## config.mk

```make
export PLATFORM = sky130hd
export DESIGN_NAME = wb_port_arbiter
export DESIGN_NICKNAME = d
export VERILOG_FILES = /design/src/rtl/wb_pkg.sv /design/src/rtl/wb_fifo.sv /design/src/rtl/wb_port_arbiter.sv
export SDC_FILE = /design/constraint.sdc
export NUM_CORES = 1
export LEC_CHECK = 0
export BUFFER_PORTS_ARGS = -buffer_cell sky130_fd_sc_hd__buf_2
export CELL_PAD_IN_SITES_DETAIL_PLACEMENT = 1
export CELL_PAD_IN_SITES_GLOBAL_PLACEMENT = 1
export CORE_ASPECT_RATIO = 1.5
export CORE_UTILIZATION = 42
export DETAILED_ROUTE_END_ITERATION = 10
export GPL_ROUTABILITY_DRIVEN = 0
export PLACE_DENSITY_LB_ADDON = 0.25
export RECOVER_POWER = 25
export SLEW_MARGIN = 5
export SYNTH_ARGS = -nofsm -noshare
export SYNTH_HDL_FRONTEND = slang
export SYNTH_SLANG_ARGS = --single-unit
```

## constraint.sdc

```tcl
create_clock -name clk -period 8.3 [get_ports clk]
set_input_delay 0.83 -clock clk [delete_from_list [all_inputs] [get_ports clk]]
set_output_delay 0.83 -clock clk [all_outputs]
set_load 0.01 [all_outputs]
```

## src/rtl/wb_pkg.sv

```systemverilog
// Shared types and widths for the writeback port arbiter.
package wb_pkg;

    localparam int unsigned DATA_W     = 36;
    localparam int unsigned VDATA_W    = 128;
    localparam int unsigned LANES      = 4;
    localparam int unsigned ADDR_W     = 5;
    localparam int unsigned FIFO_DEPTH = 2;
    localparam int unsigned NUM_REQ    = 2;

    typedef enum logic [0:0] {
        REQ_SP = 1'b0,
        REQ_VP = 1'b1
    } req_e;

    typedef struct packed {
        logic               we;
        logic [ADDR_W-1:0]  waddr;
        logic [DATA_W-1:0]  wdata;
        logic               vwe;
        logic [ADDR_W-1:0]  vwaddr;
        logic [VDATA_W-1:0] vwdata;
        logic [LANES-1:0]   vmask;
    } wb_pkt_t;

    // Two packets collide when they both need the same register-file write port.
    function automatic logic pkts_collide(input wb_pkt_t a, input wb_pkt_t b);
        return (a.we && b.we) || (a.vwe && b.vwe);
    endfunction

endpackage

```

## src/rtl/wb_fifo.sv

```systemverilog
// DEPTH-entry FIFO of writeback packets; DEPTH must be a power of two >= 2.
module wb_fifo
    import wb_pkg::*;
#(
    parameter int unsigned DEPTH = FIFO_DEPTH,
    localparam int unsigned PTR_W = $clog2(DEPTH),
    localparam int unsigned CNT_W = $clog2(DEPTH + 1)
) (
    input  logic             clk,
    input  logic             rst_n,
    input  logic             push,
    input  wb_pkt_t          push_pkt,
    input  logic             pop,
    output logic [CNT_W-1:0] count,
    output wb_pkt_t          head
);

    wb_pkt_t          mem [DEPTH];
    logic [PTR_W-1:0] wr_ptr;
    logic [PTR_W-1:0] rd_ptr;

    // Entry storage; occupancy alone decides which entries are meaningful.
    always_ff @(posedge clk) begin
        if (push) begin
            mem[wr_ptr] <= push_pkt;
        end
    end

    // Pointers and occupancy; reset flushes the queue.
    always_ff @(posedge clk) begin
        if (!rst_n) begin
            wr_ptr <= '0;
            rd_ptr <= '0;
            count  <= '0;
        end else begin
            if (push) wr_ptr <= wr_ptr + PTR_W'(1);
            if (pop)  rd_ptr <= rd_ptr + PTR_W'(1);
            case ({push, pop})
                2'b10:   count <= count + CNT_W'(1);
                2'b01:   count <= count - CNT_W'(1);
                default: ;
            endcase
        end
    end

    assign head = mem[rd_ptr];

endmodule

```

## src/rtl/wb_port_arbiter.sv

```systemverilog
// Writeback port arbiter: buffers scalar/vector pipeline packets and grants the
// scalar and vector register-file write ports round-robin, whole packets only.
// Optional WB_ARB_BYPASS_EN lets a packet arriving at an empty FIFO arbitrate
// in its arrival cycle.
module wb_port_arbiter
    import wb_pkg::*;
#(
    parameter int unsigned DEPTH = FIFO_DEPTH
) (
    input  logic               clk,
    input  logic               rst_n,
    input  logic               sp_valid,
    output logic               sp_ready,
    input  logic               sp_we,
    input  logic [ADDR_W-1:0]  sp_waddr,
    input  logic [DATA_W-1:0]  sp_wdata,
    input  logic               sp_vwe,
    input  logic [ADDR_W-1:0]  sp_vwaddr,
    input  logic [VDATA_W-1:0] sp_vwdata,
    input  logic [LANES-1:0]   sp_vmask,
    input  logic               vp_valid,
    output logic               vp_ready,
    input  logic               vp_we,
    input  logic [ADDR_W-1:0]  vp_waddr,
    input  logic [DATA_W-1:0]  vp_wdata,
    input  logic               vp_vwe,
    input  logic [ADDR_W-1:0]  vp_vwaddr,
    input  logic [VDATA_W-1:0] vp_vwdata,
    input  logic [LANES-1:0]   vp_vmask,
    output logic               rf_we,
    output logic [ADDR_W-1:0]  rf_waddr,
    output logic [DATA_W-1:0]  rf_wdata,
    output logic               vrf_we,
    output logic [ADDR_W-1:0]  vrf_waddr,
    output logic [VDATA_W-1:0] vrf_wdata,
    output logic [LANES-1:0]   vrf_wmask,
    output logic               conflict
);

    localparam int unsigned CNT_W = $clog2(DEPTH + 1);

    wb_pkt_t            in_pkt [NUM_REQ];
    wb_pkt_t            head   [NUM_REQ];
    wb_pkt_t            cand   [NUM_REQ];
    logic [CNT_W-1:0]   count  [NUM_REQ];
    logic [NUM_REQ-1:0] in_valid;
    logic [NUM_REQ-1:0] ready;
    logic [NUM_REQ-1:0] push;
    logic [NUM_REQ-1:0] pop;
    logic [NUM_REQ-1:0] bypass;
    logic [NUM_REQ-1:0] cand_valid;
    logic [NUM_REQ-1:0] issue;
    req_e               rr_q;
    req_e               rr_d;
    logic               fav;
    logic               oth;
    logic               blocked;
    logic               s_fire;
    logic               v_fire;
    wb_pkt_t            s_pkt;
    wb_pkt_t            v_pkt;

    assign in_valid = {vp_valid, sp_valid};
    assign sp_ready = ready[REQ_SP];
    assign vp_ready = ready[REQ_VP];

    assign in_pkt[REQ_SP] = '{we: sp_we, waddr: sp_waddr, wdata: sp_wdata,
                              vwe: sp_vwe, vwaddr: sp_vwaddr, vwdata: sp_vwdata,
                              vmask: sp_vmask};
    assign in_pkt[REQ_VP] = '{we: vp_we, waddr: vp_waddr, wdata: vp_wdata,
                              vwe: vp_vwe, vwaddr: vp_vwaddr, vwdata: vp_vwdata,
                              vmask: vp_vmask};

    wb_fifo #(.DEPTH(DEPTH)) u_sp_fifo (
        .clk      (clk),
        .rst_n    (rst_n),
        .push     (push[REQ_SP]),
        .push_pkt (in_pkt[REQ_SP]),
        .pop      (pop[REQ_SP]),
        .count    (count[REQ_SP]),
        .head     (head[REQ_SP])
    );

    wb_fifo #(.DEPTH(DEPTH)) u_vp_fifo (
        .clk      (clk),
        .rst_n    (rst_n),
        .push     (push[REQ_VP]),
        .push_pkt (in_pkt[REQ_VP]),
        .pop      (pop[REQ_VP]),
        .count    (count[REQ_VP]),
        .head     (head[REQ_VP])
    );

    // Arbitration candidates: FIFO heads, or the live input when bypassing an empty FIFO.
    always_comb begin
        bypass     = '0;
        cand_valid = '0;
        ready      = '0;
        for (int r = 0; r < NUM_REQ; r++) begin
            ready[r] = count[r] < CNT_W'(DEPTH);
`ifdef WB_ARB_BYPASS_EN
            bypass[r] = in_valid[r] && (count[r] == '0);
`endif
            cand_valid[r] = (count[r] != '0) || bypass[r];
            cand[r]       = bypass[r] ? in_pkt[r] : head[r];
        end
    end

    // Round-robin grant, rr next state, FIFO push/pop and write-port selection.
    always_comb begin
        fav        = rr_q;
        oth        = ~fav;
        issue      = '0;
        push       = '0;
        pop        = '0;
        issue[fav] = cand_valid[fav];
        issue[oth] = cand_valid[oth] &&
                     (!cand_valid[fav] || !pkts_collide(cand[fav], cand[oth]));
        blocked    = (&cand_valid) && !(&issue);
        rr_d       = blocked ? req_e'(oth) : rr_q;
        for (int r = 0; r < NUM_REQ; r++) begin
            pop[r]  = issue[r] && !bypass[r];
            push[r] = in_valid[r] && ready[r] && !(bypass[r] && issue[r]);
        end
        s_fire = (issue[REQ_SP] && cand[REQ_SP].we)  || (issue[REQ_VP] && cand[REQ_VP].we);
        v_fire = (issue[REQ_SP] && cand[REQ_SP].vwe) || (issue[REQ_VP] && cand[REQ_VP].vwe);
        s_pkt  = (issue[REQ_SP] && cand[REQ_SP].we)  ? cand[REQ_SP] : cand[REQ_VP];
        v_pkt  = (issue[REQ_SP] && cand[REQ_SP].vwe) ? cand[REQ_SP] : cand[REQ_VP];
    end

    // Round-robin pointer; scalar pipeline favoured out of reset.
    always_ff @(posedge clk) begin
        if (!rst_n) rr_q <= REQ_SP;
        else        rr_q <= rr_d;
    end

    // Write-port registers; address/data hold when their port is not written.
    always_ff @(posedge clk) begin
        if (!rst_n) begin
            rf_we     <= 1'b0;
            rf_waddr  <= '0;
            rf_wdata  <= '0;
            vrf_we    <= 1'b0;
            vrf_waddr <= '0;
            vrf_wdata <= '0;
            vrf_wmask <= '0;
            conflict  <= 1'b0;
        end else begin
            rf_we    <= s_fire;
            vrf_we   <= v_fire;
            conflict <= blocked;
            if (s_fire) begin
                rf_waddr <= s_pkt.waddr;
                rf_wdata <= s_pkt.wdata;
            end
            if (v_fire) begin
                vrf_waddr <= v_pkt.vwaddr;
                vrf_wdata <= v_pkt.vwdata;
                vrf_wmask <= v_pkt.vmask;
            end
        end
    end

endmodule

```

Word-level counts from Yosys, hierarchy flattened:

Memories as Yosys holds them, arrays and structs flattened. A register that Yosys moved wholly into a read port is not among the register bits.
Cells that the tools add are included.

* bits in registers: 190
* memory bits (writable): 720
* input bits: 364
* output and inout port bits: 183
* word-level logic and storage cells: 93
* memories: 2

* $add $sub $neg: 8
* $lt $le $gt $ge: 8
* equal/unequal tests: 4
* mux-type cells: 27
* bitwise operators: 4
* reduce and logical (&&, ||, !) cells: 25

Memories
* u_sp_fifo.mem: depth 2, bits a word 180, rd ports 1, clocked after memory_dff 1, wr ports 1, RTL line wb_fifo.sv:18 `wb_pkt_t mem [DEPTH];`
* u_vp_fifo.mem: depth 2, bits a word 180, rd ports 1, clocked after memory_dff 1, wr ports 1, RTL line wb_fifo.sv:18

Operators by type and width (number)
* 2-to-1 mux 180 bit: 6
* 2-to-1 mux 179 bit: 1
* 2-to-1 mux 137 bit: 1
* 2-to-1 mux 1 bit: 14
* logical AND 1 bit: 12
* case mux 2 bit (2 select lines): 2
* nonzero test 2 bit: 4
* adder 1 bit (second input constant): 4
* adder 2 x 1 -> 2 bit (second input constant): 2
* == test 2 x 1 -> 1 bit (second input constant): 2
* == test 2 bit (second input constant): 2
* >= comparator 2 bit (second input constant): 2
* logical OR 1 bit: 4
* less-than comparator 1 x 2 -> 1 bit (second input constant): 2
* less-than comparator 2 bit (second input constant): 2
* inverter 1 -> 2 bit: 2
* AND reduction 2 bit: 2
* subtractor 2 x 1 -> 2 bit (second input constant): 2
* zero test 1 bit: 3
* AND 2 bit: 1
* bitwise mux 2 bit: 1
* demux 1 bit (select 1 bit): 2
* >= comparator 1 bit (second input constant): 2
* inverter 1 bit: 1

Longest topological paths before layout:

* depth in word-level cells: 14
* depth in mapped cells: 9
* mapped depth without buffers: 7

Cells and area by module:

From an unflattened synthesis, not the netlist that was laid out.

* cell total of the unflattened synthesis: 2180
* area, all modules: 34832.2 µm²

Modules (own cells, without submodules)
* wb_fifo: times used 2, cells an instance 580, area each 13591.8 µm², seq. area each 10910.5 µm²
* wb_port_arbiter: times used 1, cells an instance 1020, area each 7648.6 µm², seq. area each 3643.5 µm²

Worst setup path before layout:

Ideal clock, no wire load.

* path kind: input to register
* start: input port sp_valid
* end: memory u_sp_fifo.mem[0][0] (netlist bit) (enable)
* setup time: 723 ps
* arrival time: 8395 ps
* required time: 7577 ps
* slack: -817 ps
* stages on the path: 2
* path buffers: 0
* cells stage by stage: nand2_1 nor2_1

* longest elaborated chain between the ends: 3

RTL lines
* start, declared: RTL line wb_port_arbiter.sv:12 `input logic sp_valid,`
* logical AND 1 bit: RTL line wb_port_arbiter.sv:123 `push[r] = in_valid[r] && ready[r] && !(bypass[r] && issue[r]);`
* 2-to-1 mux 1 bit: RTL line wb_fifo.sv:24 `if (push) begin`
* 2-to-1 mux 1 bit (implied by the code): RTL line wb_fifo.sv:25 `mem[wr_ptr] <= push_pkt;`
* end, declared: RTL line wb_fifo.sv:18

Every way passes these cells.

==> results.md <==
* Status: finished clean
* Largest family of logic cells by synthesized area: compound AO/OA/AOI/OAI gates
* Worst Tran Pin Value at 1210 ps
* Rows at between 100 and 150
* Synth Net Count at between 2,000 and 2,500
* Hold crit path type: input port to flip-flop
* Synth Area in XOR/XNOR at 0.235%
* R2R Setup Slk at slightly above 4000 ps
* Pleak at 0.0139 uW
* Grt total ovfl at 0
* Core box area at ~79,000 sq um
* Worst hold stages at 1
* Yosys top cell area share at ~64%
* Post-route ant nets at 0
* Hold EP: u_vp_fifo.mem[1][168]$_DFFE_PP_
* Delay-heaviest family, CP: buffers and inverters
* CTS tree: done
* Post-layout util at around half
* Top FF cell, synth: edfxtp_1
* Top-count cell post-synth: edfxtp_1
* R2R cell count at 7
* Largest area contributor in the netlist: edfxtp_1
* Post-synthesis mux area share at under 10%
* Simple-gate share of the synthesized area at around 4.5%
* Worst Path Buf+Inv at 2
* Crit Path Category: flip-flop to flip-flop
* Initial DRC Count at between 1,000 and 1,500
* Crit-path cells: buf_4 -> mux2i_1 -> a211oi_1 -> and2_4 -> buf_4 -> o211ai_1 -> a31oi_1
* Avg Cell Area, Syn at 15.9 sq um
* Number of hold buffers added after cts at 0
* Number of distinct library cells after synthesis at 33
* CP Launch Type: flip-flop
* CTS Buf Count at slightly below 90
* WP data arrival at 4770 ps
* RR Endpoint: vrf_wdata[34]$_SDFFE_PN0P_
* Largest net degree at the start of global routing at 129
* Crit Path Max Fanout at between 70 and 80
* Final Net Count at around 3,000
* Port buffer count at ~550
* Post-CTS Setup Inserts at 0
* Adder-cell share of the synthesized area at less than 1%
* Ports at 547
* Effective utilization at floorplan at 42.6%
* Max-cap violations at 0
* PwrDens at between 300 and 400 nW/um^2
* Via count at 20,400
* Clk slew on worst S/H paths at approximately 60 ps
* Clock latency at the later pin of the worst-skew pair at 640 ps
* Clk_skew at roughly 18 ps
* HPWL Detailed at 58,200 um
* CP max stage delay at a little under 900 ps
* Initial antenna violation count at 48
* RSZ-0062 raised after global routing: no
* Area growth from synthesis to layout at 19.7%
* Worst path most repeated cell: buf_4
* Fin. Hold Viols at 0
* Final WL at 92,800 um
* Post-synth ARST share at 0%
* Top cells by count, synth: edfxtp_1 (720), dfxtp_1 (192), mux2_2 (180)
* Residual DRC at 0
* H-tree level count at 3
* Max Clk Rate at between 200 and 250 MHz
* Ys Warns at 0
* EDFF count, synth at just over 700
* Vias in the first global route at around 22,000
* DIE HEIGHT at between 300 and 400 um
* Tcrit/Tclk final at roughly 51%
* Rel. slew slack at 19.6%
* Synthesized instance count at approximately 2,100
* Clock root cell: clkbuf_16
* Yosys reg bits at between 900 and 1,000
* All-layer global routing usage at between 20 and 25%
* Fin Setup TNS at 0 ps
* Max Root-Sink Buffers at 3
* Post-Syn Area at approximately 34,000 sq um
* Required @ worst endpoint at between 8000 and 9000 ps
* Num Clock Sinks at around 910
* Slowest CP cell: buf_4
* Layout cells sized above 1 at 29.9%
* Global-route wire length before repair at between 100,000 and 150,000 um
* Peak supply drop at around 210 uV
* CP Capture Type: flip-flop
* Die extent in x at 233 um
* Min Tclk post-route at about 4200 ps
* Ranking of synthesized cells by area: edfxtp_1 (64%), dfxtp_1 (11%), mux2_2 (6.0%)
* Min-delay src: vp_wdata[30]
* Register area share after synthesis at around three quarters
* Final setup violation count at 0
* Drt via density at 5.42
* Die ar. at just over 80,000 sq um
* Resized Gates After CTS at 0
* WL per Instance at ~25 um
* Max Slew Vio Count at 0
* Initial DRT Pass Iterations at 5
* Compound-Gate Fraction of Synth Area at 8.79%
cell type report:
type / count / area, sq um
clock inverter: 50 / 591
multi-input combinational: 1050 / 7500
timing repair buffer: 574 / 2830
sequential: 912 / 25500
tap: 1024 / 1280
clock buffer: 114 / 2430
inverter: 3 / 11.3
fill: 7790 / 38600
antenna: 26 / 65.1
cell families (layout without fill, tap and decap cells):
family / after synthesis / count (layout)
AO/OA/AOI/OAI: 468 / 468
XOR/XNOR: 9 / 9
adder cells (fa/ha/maj): 2 / 2
buffers and inverters: 147 / 741
flip-flops: 912 / 912
multiplexers: 265 / 265
other: 0 / 26
AND/OR/NAND/NOR: 306 / 306
stage by stage:
| stage | setup slack [ps] | hold slack, ps | total power, uW | std cells | cell area [sq um] |
|---|---|---|---|---|---|
| 4_1_cts | 4020 | 322 | 14200 | 3727 | 40200 |
| 2_1_floorplan | 2230 | 480 | 8590 | 2109 | 33600 |
| 3_3_place_gp | 4160 | 465 | 9820 | 3563 | 37200 |
| 3_5_place_dp | 4030 | 468 | 9980 | 3563 | 37200 |
| 5_1_grt | 3740 | 341 | 14600 | 3742 | 40100 |
| 6_report | 4080 | 376 | 14000 | 3753 | 40200 |
how the worst max path moves through the flow:
stage,cells past startpoint,from,to
after floorplan,2,sp_valid,u_sp_fifo.mem[0][0]$_DFFE_PP_
after global placement,7,flip-flop,vrf_wdata[57]$_SDFFE_PN0P_
after detailed placement,7,flip-flop,vrf_wdata[62]$_SDFFE_PN0P_
after CTS,7,flip-flop,vrf_wdata[65]$_SDFFE_PN0P_
after global routing,7,flip-flop,vrf_wdata[62]$_SDFFE_PN0P_
final,7,flip-flop,vrf_wdata[34]$_SDFFE_PN0P_
state kept, by name, summed over array words and instances (netlist names), named ones only:
signal,count
rf_we,1
vrf_waddr,5
vrf_wdata,128
u_sp_fifo.wr_ptr,1
u_vp_fifo.mem,360
u_sp_fifo.mem,360
u_vp_fifo.count,2
rf_wdata,36
u_vp_fifo.rd_ptr,1
vrf_we,1
vrf_wmask,4
u_vp_fifo.wr_ptr,1
rf_waddr,5
u_sp_fifo.rd_ptr,1
u_sp_fifo.count,2
fav,1
conflict,1
power breakdown:
part	total (uW)	switching, uW	internal [uW]
clock network	4150	1730	2420
logic	3290	2100	1190
registers	6530	462	6070
placed cells by master, fill, tap and decap left out, types with 41 or more instances in the layout:
cell type and count:
a31oi_1 138, buf_2 439, clkbuf_1 119, clkbuf_16 88
dfxtp_1 190, edfxtp_1 720, mux2_2 180, mux2i_1 83
nand2_1 143, nand2b_1 137, o211ai_1 137, o21ai_0 140
o22ai_1 41
routing by layer:
layer	GRT usage [%]	wire [um]
met1	24.5	34200
met2	39.7	47400
met3	7.54	7510
met4	10.4	3410
met5	0	277
worst reg2reg max path, delay by kind of cell, from the launching register on:
kind | cells | cell delay, ps
AO/OA/AOI/OAI | 3 | 1050
AND/OR/NAND/NOR | 1 | 750
multiplexers | 1 | 160
buffers and inverters | 2 | 1570
flip-flops | 1 | 610
(Power assumes the default switching activity.)
